--- config.mk ---
export PLATFORM = sky130hd
export DESIGN_NAME = rv_iopmp_err_reader
export DESIGN_NICKNAME = d
export VERILOG_FILES = /design/src/rtl/rv_iopmp_err_reader.sv
export SDC_FILE = /design/constraint.sdc
export NUM_CORES = 1
export LEC_CHECK = 0
export ABC_AREA = 1
export BUFFER_PORTS_ARGS = -buffer_cell sky130_fd_sc_hd__buf_2
export CORE_UTILIZATION = 62
export CTS_BUF_LIST = sky130_fd_sc_hd__clkbuf_16
export DETAILED_ROUTE_END_ITERATION = 8
export GPL_TIMING_DRIVEN = 0
export PLACE_DENSITY = 0.82
export REMOVE_ABC_BUFFERS = 1
export SLEW_MARGIN = 30
export SYNTH_ARGS = -nofsm -noshare
export SYNTH_HDL_FRONTEND = slang
export SYNTH_SLANG_ARGS = --single-unit
--- constraint.sdc ---
create_clock -name clk_i -period 12.3 [get_ports clk_i]
set_input_delay 2.46 -clock clk_i [delete_from_list [all_inputs] [get_ports clk_i]]
set_output_delay 2.46 -clock clk_i [all_outputs]
set_load 0.01 [all_outputs]
--- src/rtl/rv_iopmp_err_reader.sv ---
// IOPMP error-capture reader: on wsi, reads ERR_INFO/REQID/REQADDR/REQADDRH, clears ERR_INFO.v and queues a record.
// Optional RV_IOPMP_ERR_READER_TIMESTAMP_EN adds a free-running cycle stamp per record (rec_ts_o).
package rv_iopmp_err_reader_pkg;
    typedef struct packed {
        logic [31:0] addr;
        logic        write;
        logic [31:0] wdata;
        logic [3:0]  wstrb;
        logic        valid;
    } reg_req_t;

    typedef struct packed {
        logic [31:0] rdata;
        logic        error;
        logic        ready;
    } reg_rsp_t;
endpackage

module rv_iopmp_err_reader #(
    parameter type         reg_req_t       = rv_iopmp_err_reader_pkg::reg_req_t,
    parameter type         reg_rsp_t       = rv_iopmp_err_reader_pkg::reg_rsp_t,
    parameter logic [31:0] BASE_ADDR       = 32'h0,
    parameter logic [31:0] OFF_ERR_INFO    = 32'h60,
    parameter logic [31:0] OFF_ERR_REQID   = 32'h64,
    parameter logic [31:0] OFF_ERR_REQADDR = 32'h68,
    parameter int unsigned FIFO_DEPTH      = 4,
    parameter int unsigned HOLDOFF         = 2
) (
    input  logic        clk_i,
    input  logic        rst_ni,
    input  logic        wsi_i,
    output reg_req_t    reg_req_o,
    input  reg_rsp_t    reg_rsp_i,
    output logic        rec_valid_o,
    input  logic        rec_ready_i,
    output logic [31:0] rec_info_o,
    output logic [31:0] rec_reqid_o,
    output logic [63:0] rec_addr_o,
`ifdef RV_IOPMP_ERR_READER_TIMESTAMP_EN
    output logic [31:0] rec_ts_o,
`endif
    output logic        bus_err_o,
    output logic [15:0] drop_cnt_o
);

    typedef enum logic [2:0] {IDLE, RD_INFO, RD_ID, RD_LO, RD_HI, CLEAR, HOLD} state_e;

    localparam int PW = $clog2(FIFO_DEPTH);
    localparam int HW = $clog2(HOLDOFF + 1);
    localparam logic [PW:0]   DEPTH_C   = (PW+1)'(FIFO_DEPTH);
    localparam logic [HW-1:0] HOLD_LAST = HW'(HOLDOFF - 1);
`ifdef RV_IOPMP_ERR_READER_TIMESTAMP_EN
    localparam int RW = 160;
`else
    localparam int RW = 128;
`endif

    state_e        state_q, state_d;
    logic [HW-1:0] hold_q;
    logic [31:0]   info_q, id_q, lo_q, hi_q;
    logic [15:0]   drop_q;
    logic          bus_err_q;
    logic          in_access;
    logic          push, pop;

    logic [RW-1:0] mem [FIFO_DEPTH];
    logic [RW-1:0] rec_d, head;
    logic [PW-1:0] wr_q, rd_q;
    logic [PW:0]   cnt_q;

`ifdef RV_IOPMP_ERR_READER_TIMESTAMP_EN
    logic [31:0] ts_cnt_q, ts_stage_q;
    assign rec_d = {ts_stage_q, info_q, id_q, hi_q, lo_q};
`else
    assign rec_d = {info_q, id_q, hi_q, lo_q};
`endif

    assign in_access = (state_q == RD_INFO) || (state_q == RD_ID) || (state_q == RD_LO) ||
                       (state_q == RD_HI) || (state_q == CLEAR);

    always_comb begin
        state_d   = state_q;
        reg_req_o = '0;
        push      = 1'b0;
        if (in_access) begin
            reg_req_o.valid = 1'b1;
            reg_req_o.wstrb = 4'hF;
        end
        case (state_q)
            IDLE: begin
                // Holding off while full leaves the error latched in the IOPMP.
                if (wsi_i && (cnt_q != DEPTH_C)) state_d = RD_INFO;
            end
            RD_INFO: begin
                reg_req_o.addr = BASE_ADDR + OFF_ERR_INFO;
                if (reg_rsp_i.ready) begin
                    if (reg_rsp_i.error || !reg_rsp_i.rdata[0]) state_d = HOLD;
                    else                                         state_d = RD_ID;
                end
            end
            RD_ID: begin
                reg_req_o.addr = BASE_ADDR + OFF_ERR_REQID;
                if (reg_rsp_i.ready) state_d = reg_rsp_i.error ? HOLD : RD_LO;
            end
            RD_LO: begin
                reg_req_o.addr = BASE_ADDR + OFF_ERR_REQADDR;
                if (reg_rsp_i.ready) state_d = reg_rsp_i.error ? HOLD : RD_HI;
            end
            RD_HI: begin
                reg_req_o.addr = BASE_ADDR + OFF_ERR_REQADDR + 32'h4;
                if (reg_rsp_i.ready) state_d = reg_rsp_i.error ? HOLD : CLEAR;
            end
            CLEAR: begin
                reg_req_o.addr  = BASE_ADDR + OFF_ERR_INFO;
                reg_req_o.write = 1'b1;
                reg_req_o.wdata = 32'h1;
                if (reg_rsp_i.ready) begin
                    push    = !reg_rsp_i.error;
                    state_d = HOLD;
                end
            end
            HOLD: begin
                if (hold_q == HOLD_LAST) state_d = IDLE;
            end
            default: state_d = IDLE;
        endcase
    end

    always_ff @(posedge clk_i) begin
        if (!rst_ni) begin
            state_q   <= IDLE;
            hold_q    <= '0;
            info_q    <= '0;
            id_q      <= '0;
            lo_q      <= '0;
            hi_q      <= '0;
            drop_q    <= '0;
            bus_err_q <= 1'b0;
        end else begin
            state_q <= state_d;
            hold_q  <= (state_q == HOLD) ? hold_q + 1'b1 : '0;
            if (reg_rsp_i.ready) begin
                case (state_q)
                    RD_INFO: info_q <= reg_rsp_i.rdata;
                    RD_ID:   id_q   <= reg_rsp_i.rdata;
                    RD_LO:   lo_q   <= reg_rsp_i.rdata;
                    RD_HI:   hi_q   <= reg_rsp_i.rdata;
                    default: ;
                endcase
            end
            if (in_access && reg_rsp_i.ready && reg_rsp_i.error) bus_err_q <= 1'b1;
            if ((state_q == RD_INFO) && reg_rsp_i.ready && !reg_rsp_i.error &&
                !reg_rsp_i.rdata[0] && (drop_q != 16'hFFFF))
                drop_q <= drop_q + 1'b1;
        end
    end

`ifdef RV_IOPMP_ERR_READER_TIMESTAMP_EN
    always_ff @(posedge clk_i) begin
        if (!rst_ni) begin
            ts_cnt_q   <= '0;
            ts_stage_q <= '0;
        end else begin
            ts_cnt_q <= ts_cnt_q + 1'b1;
            if ((state_q == IDLE) && (state_d == RD_INFO)) ts_stage_q <= ts_cnt_q;
        end
    end
`endif

    // First-word fall-through record queue; entry to RD_INFO guarantees a free slot.
    assign rec_valid_o = (cnt_q != '0);
    assign pop         = rec_valid_o && rec_ready_i;

    always_ff @(posedge clk_i) begin
        if (!rst_ni) begin
            wr_q  <= '0;
            rd_q  <= '0;
            cnt_q <= '0;
        end else begin
            if (push) wr_q <= wr_q + 1'b1;
            if (pop)  rd_q <= rd_q + 1'b1;
            case ({push, pop})
                2'b10:   cnt_q <= cnt_q + 1'b1;
                2'b01:   cnt_q <= cnt_q - 1'b1;
                default: ;
            endcase
        end
    end

    always_ff @(posedge clk_i) begin
        if (rst_ni && push) mem[wr_q] <= rec_d;
    end

    assign head        = rec_valid_o ? mem[rd_q] : '0;
    assign rec_info_o  = head[127:96];
    assign rec_reqid_o = head[95:64];
    assign rec_addr_o  = head[63:0];
`ifdef RV_IOPMP_ERR_READER_TIMESTAMP_EN
    assign rec_ts_o    = head[159:128];
`endif
    assign bus_err_o   = bus_err_q;
    assign drop_cnt_o  = drop_q;

endmodule

==> flow_metrics.py <==
metrics = {
    "finish": {
        "area_growth_pct": 15.7,
        "drive_above_1_share": 0.141,
        "fin_nets": 2616,
        "final_common_cell": "nor2_1",
        "final_cell_mix": "nor2_1 (672), edfxtp_1 (512), o21ai_0 (394)",
        "fin_cells": 3164,
        "nFillCells": 2665,
    },
    "yosys": {
        "synth_area_um2": 26400,
        "synth_area_leaders": "edfxtp_1 (58%), dfxtp_1 (12%), nor2_1 (9.6%)",
        "syn_area_per_cell_um2": 11.0,
        "ys_types": 28,
        "yosysTopAreaCell": "edfxtp_1",
        "syn_inst": 2402,
        "yosys_warnings": 0,
        "ys_seq_area_frac": 0.704,
        "synth_top_area_frac": 0.583,
        "synth-seq-cells": 671,
    },
    "cts": {
        "clock_path_buffers": 3,
        "numCtsBuffers": 61,
        "clock_latency_ns": 0.62,
        "cts.reportedPaths.clkPinSlew_ns": 0.06,
        "cts_setup_buffers": 0,
        "cts_tree": "built",
        "cts_resized": 0,
        "root_buffer": "clkbuf_16",
        "cts_sinks": 671,
        "cts_hold_buf": 0,
        "htree_levels": 2,
    },
    "run": {
        "max-cap-violations": 0,
    },
    "timing": {
        "period_share": 0.436,
        "slew_headroom": 0.513,
        "finalClockSkew_ns": 0.0184,
        "holdWs_ns": 0.422,
        "min_period_ns": 5.37,
        "setup_viol": 0,
        "hold_viol": 0,
        "drv_slew": 0,
        "worst_pin_slew_ns": 0.729,
        "rsz0062_at_grt": "no",
        "max_freq_mhz": 186,
    },
    "floorplan": {
        "dieArea_um2": 43400,
        "num_rows": 75,
        "die_w_um": 208,
        "start_util": 0.629,
        "coreArea_um2": 41900,
        "die_h_um": 208,
        "ioPinCount": 254,
    },
    "power_and_ir_drop": {
        "power_density_nw_per_um2": 162,
        "ir_drop_mv": 0.158,
        "p_leak_uw": 0.0113,
    },
    "setup_path": {
        "worstSetupPathType": "flop to output pin",
        "startpoint_type": "flop",
        "end_kind": "output pin",
        "crit_fanout": 10,
        "crit_required_ns": 9.84,
        "cp_data_arrival_time_ns": 2.91,
    },
    "route": {
        "dr.pass1.iters": 5,
        "ant_nets": 0,
        "drt-total-wl_mm": 60.8,
        "drcViolationCount": 0,
        "viasPerCell": 5.73,
        "vias": 18100,
        "drt_iter0_markers": 1274,
        "drt-wirelength-per-cell_um": 19.2,
    },
    "worst_hold_path": {
        "hold_class": "flop to flop",
    },
    "global_routing": {
        "track_usage": 0.279,
        "grt_max_degree": 131,
        "overflow": 0,
        "antenna_found_initial": 4,
        "grt_pass1_wl_mm": 93.4,
        "grt_pass1_vias": 17700,
    },
    "placement": {
        "place_congestion": 0.835,
        "port_buffers": 194,
        "post-dp-hpwl_mm": 35.4,
        "dp.cells": 3046,
    },
    "run_status": {
        "status": "complete, no violations",
    },
}
## routing by layer
| metal | global-route usage | wire, um |
|---|---|---|
| met2 | 0.479 | 30800 |
| met3 | 0.0555 | 5430 |
| met5 | 0 | 15 |
| met4 | 0.120 | 1970 |
| met1 | 0.346 | 22600 |
## worst paths after layout
kind / start / cells past startpoint / to / slack (ns)
setup / recovery: cnt_q[2] / 9 / rec_info_o[20] / 6.93
hold / removal: hold_q[0] / 1 / hold_q[0] / 0.42
setup reg to reg: state_q[2] / 9 / mem[3][10] / 8.97
hold reg to reg: hold_q[0] / 1 / hold_q[0] / 0.42
## cells by family (layout without fill, tap and decap cells)
logic type	after synthesis	count (layout)	synth area share
and+or+nand+nor	779	779	0.114
buffers and inverters	312	475	0.0568
DFF	671	671	0.704
AOI/OAI and AO/OA	624	624	0.119
adders and majority gates	8	8	0.00408
other	1	61	0.000142
xor gates and xnor gates	7	7	0.00232
## state kept, by name, summed over array words and instances, names as in the netlist, named ones only
signal      flops
state_q         3
info_q         32
mem           512
wr_q            2
bus_err_o       1
hi_q           32
lo_q           32
rd_q            2
drop_cnt_o     16
id_q           32
cnt_q           3
hold_q          2
## worst max-delay path, stage by stage (launching register included)
cell and delay [ns]:
dfxtp_1 0.33, nor3_2 0.51, buf_4 0.25, buf_4 0.19, buf_4 0.20, buf_4 0.19, buf_6 0.15, buf_4 0.18
a21oi_1 0.09, buf_2 0.16
## power by group
group          switching, uW  internal, uW  total [uW]
Clock                    804          1030        1830
Combinational            302           137         439
Sequential              96.9          2580        2680
## through the flow
step           setup WS, ns  setup TNS (ns)  utilization  total power (uW)  area (um^2)
2_1_floorplan          1.41               0            -              2940        25500
3_3_place_gp          -6.42        -2390.90        0.646              3120        27100
3_5_place_dp           6.69               0        0.681              3150        28600
4_1_cts                6.95               0        0.728              4960        30500
5_1_grt                6.80               0        0.728              5100        30500
6_report               6.93               0        0.728              4950        30500
## final cells by class
class	count	area [um^2]	share of cell area
antenna	2	5.00	0.000164
clock buffer	63	1580	0.0516
clock inverter	53	365	0.0120
inverter	101	397	0.0130
multi-input combinational	1477	6600	0.216
sequential	671	18600	0.608
tap	539	674	0.0221
timing repair buffer	258	2340	0.0766
## cells in the mapped netlist, drive strengths merged
| master | number |
|---|---|
| nor2 | 680 |
| buf | 117 |
| xnor2 | 4 |
| nand3b | 1 |
| nand2 | 67 |
| o21ai | 401 |
| o211a | 1 |
| nand3 | 20 |
| edfxtp | 512 |
| a21oi | 222 |
| inv | 101 |
| dfxtp | 159 |
| xor2 | 3 |
| nand4 | 8 |
| ha | 7 |
| nor3 | 3 |
| clkbuf | 94 |
| conb | 1 |
| fa | 1 |
(Power assumes the default switching activity.)
